[config.mk]
export PLATFORM = sky130hd
export DESIGN_NAME = serial_mult
export DESIGN_NICKNAME = d
export VERILOG_FILES = /design/src/rtl/serial_mult_pkg.sv /design/src/rtl/serial_mult_dp.sv /design/src/rtl/serial_mult.sv
export SDC_FILE = /design/constraint.sdc
export NUM_CORES = 1
export LEC_CHECK = 0
export CAP_MARGIN = 40
export CORE_ASPECT_RATIO = 1.2
export CORE_MARGIN = 1.5
export CORE_UTILIZATION = 50
export CTS_CLUSTER_DIAMETER = 60
export CTS_CLUSTER_SIZE = 12
export DETAILED_ROUTE_END_ITERATION = 8
export GPL_TIMING_DRIVEN = 1
export PLACE_DENSITY = 0.75
export SLEW_MARGIN = 20
export SYNTH_ARGS = -nofsm -noshare
export SYNTH_HDL_FRONTEND = slang
export SYNTH_SLANG_ARGS = --single-unit
[constraint.sdc]
create_clock -name clk -period 2.32 [get_ports clk]
set_input_delay 0.464 -clock clk [delete_from_list [all_inputs] [get_ports clk]]
set_output_delay 0.464 -clock clk [all_outputs]
set_load 0.01 [all_outputs]
[src/rtl/serial_mult_pkg.sv]
// Shared types and constants for the serial shift-add multiplier.
package serial_mult_pkg;

    localparam int WIDTH_DEF = 8;
    localparam int CNT_W_DEF = $clog2(WIDTH_DEF + 1);

    typedef enum logic [1:0] {
        IDLE   = 2'd0,
        LOAD_B = 2'd1,
        BUSY   = 2'd2,
        DONE   = 2'd3
    } state_e;

endpackage

[src/rtl/serial_mult_dp.sv]
// Datapath for serial_mult: operand shift registers, accumulator and bit counter.
module serial_mult_dp
    import serial_mult_pkg::*;
#(
    parameter int WIDTH = WIDTH_DEF,
    parameter int CW    = $clog2(WIDTH + 1)
) (
    input  logic               clk_i,
    input  logic               rst_i,
    input  logic               load_a_i,
    input  logic               load_b_i,
    input  logic               step_i,
    input  logic [WIDTH-1:0]   data_i,
    output logic               last_o,
    output logic [2*WIDTH-1:0] prod_o
);

    localparam logic [CW-1:0] CNT_ONE  = CW'(1);
    localparam logic [CW-1:0] CNT_LAST = CW'(WIDTH - 1);

    logic [2*WIDTH-1:0] a_q, a_d;
    logic [WIDTH-1:0]   b_q, b_d;
    logic [2*WIDTH-1:0] acc_q, acc_d;
    logic [CW-1:0]      cnt_q, cnt_d;

    always_comb begin
        a_d   = a_q;
        b_d   = b_q;
        acc_d = acc_q;
        cnt_d = cnt_q;
        if (load_a_i) begin
            a_d = {{WIDTH{1'b0}}, data_i};
        end
        // The accumulator is only cleared when B arrives, so the last product
        // stays visible through IDLE and the loading of A.
        if (load_b_i) begin
            b_d   = data_i;
            acc_d = '0;
            cnt_d = '0;
        end else if (step_i) begin
            if (b_q[0]) begin
                acc_d = acc_q + a_q;
            end
            a_d   = a_q << 1;
            b_d   = b_q >> 1;
            cnt_d = cnt_q + CNT_ONE;
        end
    end

    always_ff @(posedge clk_i) begin
        if (rst_i) begin
            a_q   <= '0;
            b_q   <= '0;
            acc_q <= '0;
            cnt_q <= '0;
        end else begin
            a_q   <= a_d;
            b_q   <= b_d;
            acc_q <= acc_d;
            cnt_q <= cnt_d;
        end
    end

    assign last_o = (cnt_q == CNT_LAST);
    assign prod_o = acc_q;

endmodule

[src/rtl/serial_mult.sv]
// Unsigned serial multiplier: two put transfers load A then B, one multiplier
// bit per clock, product held until acknowledged with get.
module serial_mult
    import serial_mult_pkg::*;
#(
    parameter int WIDTH = WIDTH_DEF
) (
    input  logic               clk,
    input  logic               rst_b,
    input  logic               put,
    input  logic               get,
    input  logic [WIDTH-1:0]   idata,
    output logic               ready,
    output logic               result_valid,
    output logic [2*WIDTH-1:0] result
);

    localparam int CW = $clog2(WIDTH + 1);

    state_e state_q, state_d;
    logic   load_a, load_b, step, last;

    assign load_a = (state_q == IDLE) && put;
    assign load_b = (state_q == LOAD_B) && put;
    assign step   = (state_q == BUSY);

    always_comb begin
        state_d = state_q;
        case (state_q)
            IDLE:    if (put)  state_d = LOAD_B;
            LOAD_B:  if (put)  state_d = BUSY;
            BUSY:    if (last) state_d = DONE;
            DONE:    if (get)  state_d = IDLE;
            default:           state_d = IDLE;
        endcase
    end

    // rst_b is active-high despite its name.
    always_ff @(posedge clk) begin
        if (rst_b) begin
            state_q <= IDLE;
        end else begin
            state_q <= state_d;
        end
    end

    serial_mult_dp #(
        .WIDTH (WIDTH),
        .CW    (CW)
    ) u_dp (
        .clk_i    (clk),
        .rst_i    (rst_b),
        .load_a_i (load_a),
        .load_b_i (load_b),
        .step_i   (step),
        .data_i   (idata),
        .last_o   (last),
        .prod_o   (result)
    );

    assign ready        = (state_q == IDLE) || (state_q == LOAD_B);
    assign result_valid = (state_q == DONE);

endmodule

## Word-level counts from Yosys, hierarchy flattened

Cells that the tools add are included.

- Mux-type cells: 10
- Shift-type cells: 0
- Reductions and logical operators: 8
- Add/subtract/negate cells: 2
- Eq/ne operators: 8
- Bitwise operators: 0
- Multiply operators: 0
- Order comparisons: 0
- Divide/modulo/power cells: 0

Operator list:

| kind | number |
|---|---|
| 2-to-1 mux 16 bit | 3 |
| adder 16 bit | 1 |
| 2-to-1 mux 8 bit | 2 |
| 2-to-1 mux 2 bit | 4 |
| case mux 2 bit (4 select lines) | 1 |
| inequality test 2 bit (second input constant) | 3 |
| adder 4 x 1 -> 4 bit (second input constant) | 1 |
| equality test 2 bit (second input constant) | 2 |
| equality test 4 x 3 -> 1 bit (second input constant) | 1 |
| AND reduction 4 bit | 1 |
| equality test 2 x 1 -> 1 bit (second input constant) | 1 |
| logical AND 1 bit | 2 |
| zero test 2 bit | 1 |
| inequality test 2 x 1 -> 1 bit (second input constant) | 1 |
| AND reduction 2 bit | 1 |
| nonzero test 2 bit | 1 |
| OR reduction 2 bit | 1 |
| logical OR 1 bit | 1 |

- Bits in read-only memories: 0
- Latch bits: 0
- Flip-flop bits (word level): 46
- RAM bits: 0
- Bits of input ports: 12
- Output and inout port bits: 18
- Word-level logic and storage cells: 33
- Memories kept: 0

## Longest topological paths before layout

- Depth after elaboration: 5
- Mapped depth: 11
- Gate-level depth less buffers: 9

## Hierarchy

From an unflattened synthesis, not the netlist that was laid out.

- Cell total of the unflattened synthesis: 313
- Area, all modules: 2678.8 µm²

Modules (own cells, without submodules):

| module | cells each | area each (µm²) | sequential area each (µm²) | times used |
|---|---|---|---|---|
| serial_mult_dp | 291 | 2472.4 | 880.8 | 1 |
| serial_mult | 22 | 206.4 | 40.0 | 1 |

## Least setup slack after synthesis

Ideal clock, no wire load.

- Path type: flip-flop to flip-flop
- Start: register u_dp.acc_q[0] (netlist: u_dp.prod_o[0])
- End: register u_dp.acc_q[12] (netlist: u_dp.prod_o[12])
- Setup time: 0.120 ns
- Slack: 0.021 ns
- Stages on the path, launching flop included: 10
- Arrival time: 2.179 ns
- Required time: 2.200 ns
- Clock period less this slack: 2.299 ns
- Buffers on the path: 0
- Cells stage by stage: dfxtp_1 ha_1 fa_1 a211oi_1 nor2_1 o21ai_0 o221ai_1 a21oi_1 nor3b_1 nor3_1

- Word-level cells in the longest chain between the ends: 1

Ends and longest elaborated chain:

| element | line | text |
|---|---|---|
| start, declared | serial_mult_dp.sv:23 | `logic [2*WIDTH-1:0] acc_q, acc_d;` |
| start signal, assigned | serial_mult_dp.sv:54 | `acc_q <= '0;` |
| start signal, assigned | serial_mult_dp.sv:59 | `acc_q <= acc_d;` |
| adder 16 bit | serial_mult_dp.sv:42 | `acc_d = acc_q + a_q;` |

No other way between the ends.
A chain may end at the register's enable or synchronous reset.

## Final worst setup path

- Start: register u_dp.a_q[1]
- End: register u_dp.acc_q[15] (netlist: u_dp.prod_o[15])

- Word-level cells in the longest chain between the ends: 1

Ends and longest elaborated chain:

| element | line | text |
|---|---|---|
| start, declared | serial_mult_dp.sv:21 | `logic [2*WIDTH-1:0] a_q, a_d;` |
| start signal, assigned | serial_mult_dp.sv:52 | `a_q <= '0;` |
| start signal, assigned | serial_mult_dp.sv:57 | `a_q <= a_d;` |
| adder 16 bit | serial_mult_dp.sv:42 |  |

No other way between the ends.

==> impl_results.md <==
* Max VDD drop at 0.562 mV
* Complex-gate fraction of the synthesized area at 22.8%
* Chip Height at 80.9 microns
* Crit path from: u_dp.a_q[1]
* Synth unique cells at 47
* Pwr dens at 781 nW/um^2
* Leakage at 1.17 nW
* DP Wirelength at 4.18 mm
* Sw frac at 36.7%
* Tcrit/Tclk final at 94.9%
* Setup crit start kind: flip-flop
* Post-synthesis cell count at 297
* Largest net degree at the start of global routing at 18
* Mux share of post-synthesis cell area at 3.96%
* CP Data Arrival Time at 2.40 ns
* Pins Over Slew Limit at 0
* Layout area overhead at 20.5%
* # fillers at 427
* Slew headroom at 58.2%
* Sequential area share after synthesis at 36.4%
* Final setup viols at 0
* Worst Hold End: u_dp.prod_o[3]
* Rows at 28
* Post-CTS setup repair buffer count at 0
* Clock slew seen by the registers of the worst setup and hold paths at 0.10 ns
* Final core utilization at 62.1%
* Logic pwr share at 35.5%
* RR Startpoint: u_dp.a_q[1]
* Global route overflow at 0
* Tmin final at 2.20 ns
* Placed Cells at 386
* CP required at 2.51 ns
* I/O pin count at 30
* RSZ-0062 raised after global routing: false
* CTS Sinks at 46
* Layout Cells excl Fill at 394
* Seq pwr share at 42.7%
* Clock Latency Late Sink at 0.30 ns
* Crit path kind: reg -> reg
* DR pass1 iterations at 4
* Die Area at 5490 sq um
* Die X at 67.9 microns
* Buf+Inv Stages, Crit Path at 0
* Slowest CP cell: o311ai_1
* HP Class: reg -> reg
* Hold path start: u_dp.prod_o[3]
* Worst setup margin at 0.119 ns
* Synth Area in XOR/XNOR at 4.16%
* Worst slew pin tran at 0.625 ns
* Vias in the first global route at 2146
* Synth Register Bits at 46
* Syn_area_per_cell at 8.51 sq um
* Yosys top cell by area: dfxtp_1
* Setup TNS at 0 ns
* Largest family of logic cells by synthesized area: compound AO/OA/AOI/OAI gates
* Maximum buffer depth of the clock tree at 2
* GPL Wtd Cong at 0.901
* Critical R2R Capture: u_dp.prod_o[15]
* CTS Buf Count at 5
* Maximum fanout along the worst path at 6
* Syn Std Cell Area at 2530 sq um
* Initial antenna violation count at 0
* # DRC at 0
* Achievable Freq at 0.454 GHz
* Number of vias per cell at 5.85
* Final hold vios at 0
* Largest cells by area after synthesis: dfxtp_1, ha_1, nand2_1
* Net count after synthesis at 331
* Sw power at 0.000874 W
* Pre-CTS setup slack at 0.0104 ns
* Clock skew at 0.0111 ns
* Worst hold stages at 2
* Hold Slack at 0.482 ns
* Port Buffers at 29
* Ys Warns at 0
* Max-cap violations at 0
* Total Wirelength at 5.61 mm
* Root buf cell: clkbuf_8
* Critical Path Sink Type: flip-flop
* Clock share of power at 21.8%
* DR WL/cell at 14.2 microns
* Cts hold-fix bufs at 0
* Outcome: finished clean
* Share of cells above drive strength 1 at 9.28%
* Global-route wire length before repair at 9.50 mm
* Core Box Area at 4900 sq um
* Final nets at 367
* Simple-Gate Fraction of Synth Area at 18.4%
* Crit path max-delay family: compound AO/OA/AOI/OAI gates
* Synth Area in Adders at 11.2%
* Internal at 0.00151 W
* Antenna diode count at 0
* CTS tree: built
* Post-route ant nets at 0
* Initial DRC count at 168
* Critical-path cell list: ha_1, a21oi_1, nand4b_1, a21boi_2, a21oi_1, o311ai_1, xnor2_1, nor2_1
* Share of the synthesized area in the top cell type at 36.4%
* Initial core utilization at 51.5%
* Routed via count at 2304
* Worst r2r path cells at 8
* Worst path max stage delay at 0.46 ns
* GRT Util Overall at 22.0%
* Critical path's most frequent cell: a21oi_1
* Reg2Reg Setup Slack at 0.12 ns
* H-tree Lvls at 2
[worst reg2reg max path: stages (launching register included)]
cell      delay [ns]
dfxtp_1         0.37
ha_1            0.29
a21oi_1         0.09
nand4b_1        0.23
a21boi_2        0.31
a21oi_1         0.12
o311ai_1        0.46
xnor2_1         0.18
nor2_1          0.06
[layout by cell type (no fill, tap or decap), types with 4 or more instances in the layout]
cell type / count
dfxtp_1: 44
nand2_1: 38
nor2_1: 35
clkdlybuf4s50_1: 29
ha_1: 21
a21oi_1: 20
nand3_1: 18
buf_4: 13
a211oi_1: 11
mux2i_1: 10
xnor2_1: 9
o21ai_0: 9
a22o_1: 8
a311oi_1: 7
inv_1: 6
clkbuf_8: 5
a21o_1: 4
nor3_1: 4
[flip-flops by register name, indices dropped and copies added, names as in the netlist]
| register | count |
|---|---|
| u_dp.cnt_q | 4 |
| u_dp.prod_o | 16 |
| u_dp.b_q | 8 |
| u_dp.a_q | 16 |
| state_q | 2 |
[kinds of logic after synthesis]
family | Yosys count
simple gates | 107
buf+inv | 19
compound gates | 81
mux | 10
xor+xnor | 12
fa+ha+maj | 22
flops | 46
[worst max-delay path by stage]
| stage | slack, ns | to | cells past startpoint |
|---|---|---|---|
| 6_report | 0.12 | u_dp.prod_o[15] | 8 |
| 5_1_grt | 0.03 | u_dp.prod_o[15] | 8 |
| 4_1_cts | 0.06 | u_dp.prod_o[12] | 9 |
| 3_5_place_dp | 0.01 | u_dp.prod_o[12] | 9 |
| 3_3_place_gp | 0.13 | u_dp.prod_o[12] | 9 |
| 2_1_floorplan | 0.02 | u_dp.prod_o[12] | 9 |
[area by class of cell]
class                      count  area (sq um)  area share [%]
sequential                    46           923            30.3
timing repair buffer          42           388            12.7
multi-input combinational    232          1540            50.7
clock buffer                   5          68.8            2.26
clock inverter                 3          25.0           0.822
tap                           60          75.1            2.47
inverter                       6          22.5           0.740
[layer usage]
layer | GRT usage, % | routed length (microns) | up-vias
met4 | 6.00 | 92 | 0
li1 | - | - | 1152
met1 | 25.8 | 2440 | 1090
met5 | 0 | 0 | -
met3 | 3.88 | 198 | 11
met2 | 40.4 | 2880 | 51
[stage by stage]
step                      instance area [sq um]  power, W
after CTS                                  3030   0.00238
after floorplan                            2530   0.00161
after global placement                     2940   0.00185
after detailed placement                   2940   0.00186
after global routing                       3050   0.00255
final                                      3050   0.00238
[Yosys cell counts, drive strengths merged]
cell type / count
o311ai: 1
inv: 6
a21oi: 21
nand2b: 2
nand4: 2
a222oi: 1
a311oi: 7
o31a: 1
o21a: 3
nor2b: 1
dfxtp: 46
a2111o: 1
and2: 1
a22o: 8
o31ai: 1
o2111ai: 1
a21o: 4
nor3b: 1
o221ai: 1
mux2i: 10
a211oi: 13
nand2: 38
a41oi: 1
nand4b: 1
ha: 21
fa: 1
xnor2: 9
o21ai: 11
or3: 1
buf: 4
or2: 1
a221oi: 2
nand3: 18
o211ai: 1
nand3b: 2
a21boi: 1
xor2: 3
clkbuf: 9
o21bai: 1
o211a: 1
nor2: 35
nor3: 4
[timing repair]
action                     4_1_cts  5_1_grt
setup endpoints to repair        1        4
resized for setup                1        5
pin swaps                        0        2
[power groups by stage]
| stage | clock network, W | registers [W] | logic [W] |
|---|---|---|---|
| CTS | 0.000528 | 0.00101 | 0.000843 |
| global placement | 0 | 0.00103 | 0.000822 |
| global route | 0.000556 | 0.00103 | 0.000956 |
| floorplan | 0 | 0.00100 | 0.000610 |
| detailed placement | 0 | 0.00103 | 0.000833 |
| finish | 0.000518 | 0.00102 | 0.000846 |
Note: power is estimated with default switching activity, not from simulation.
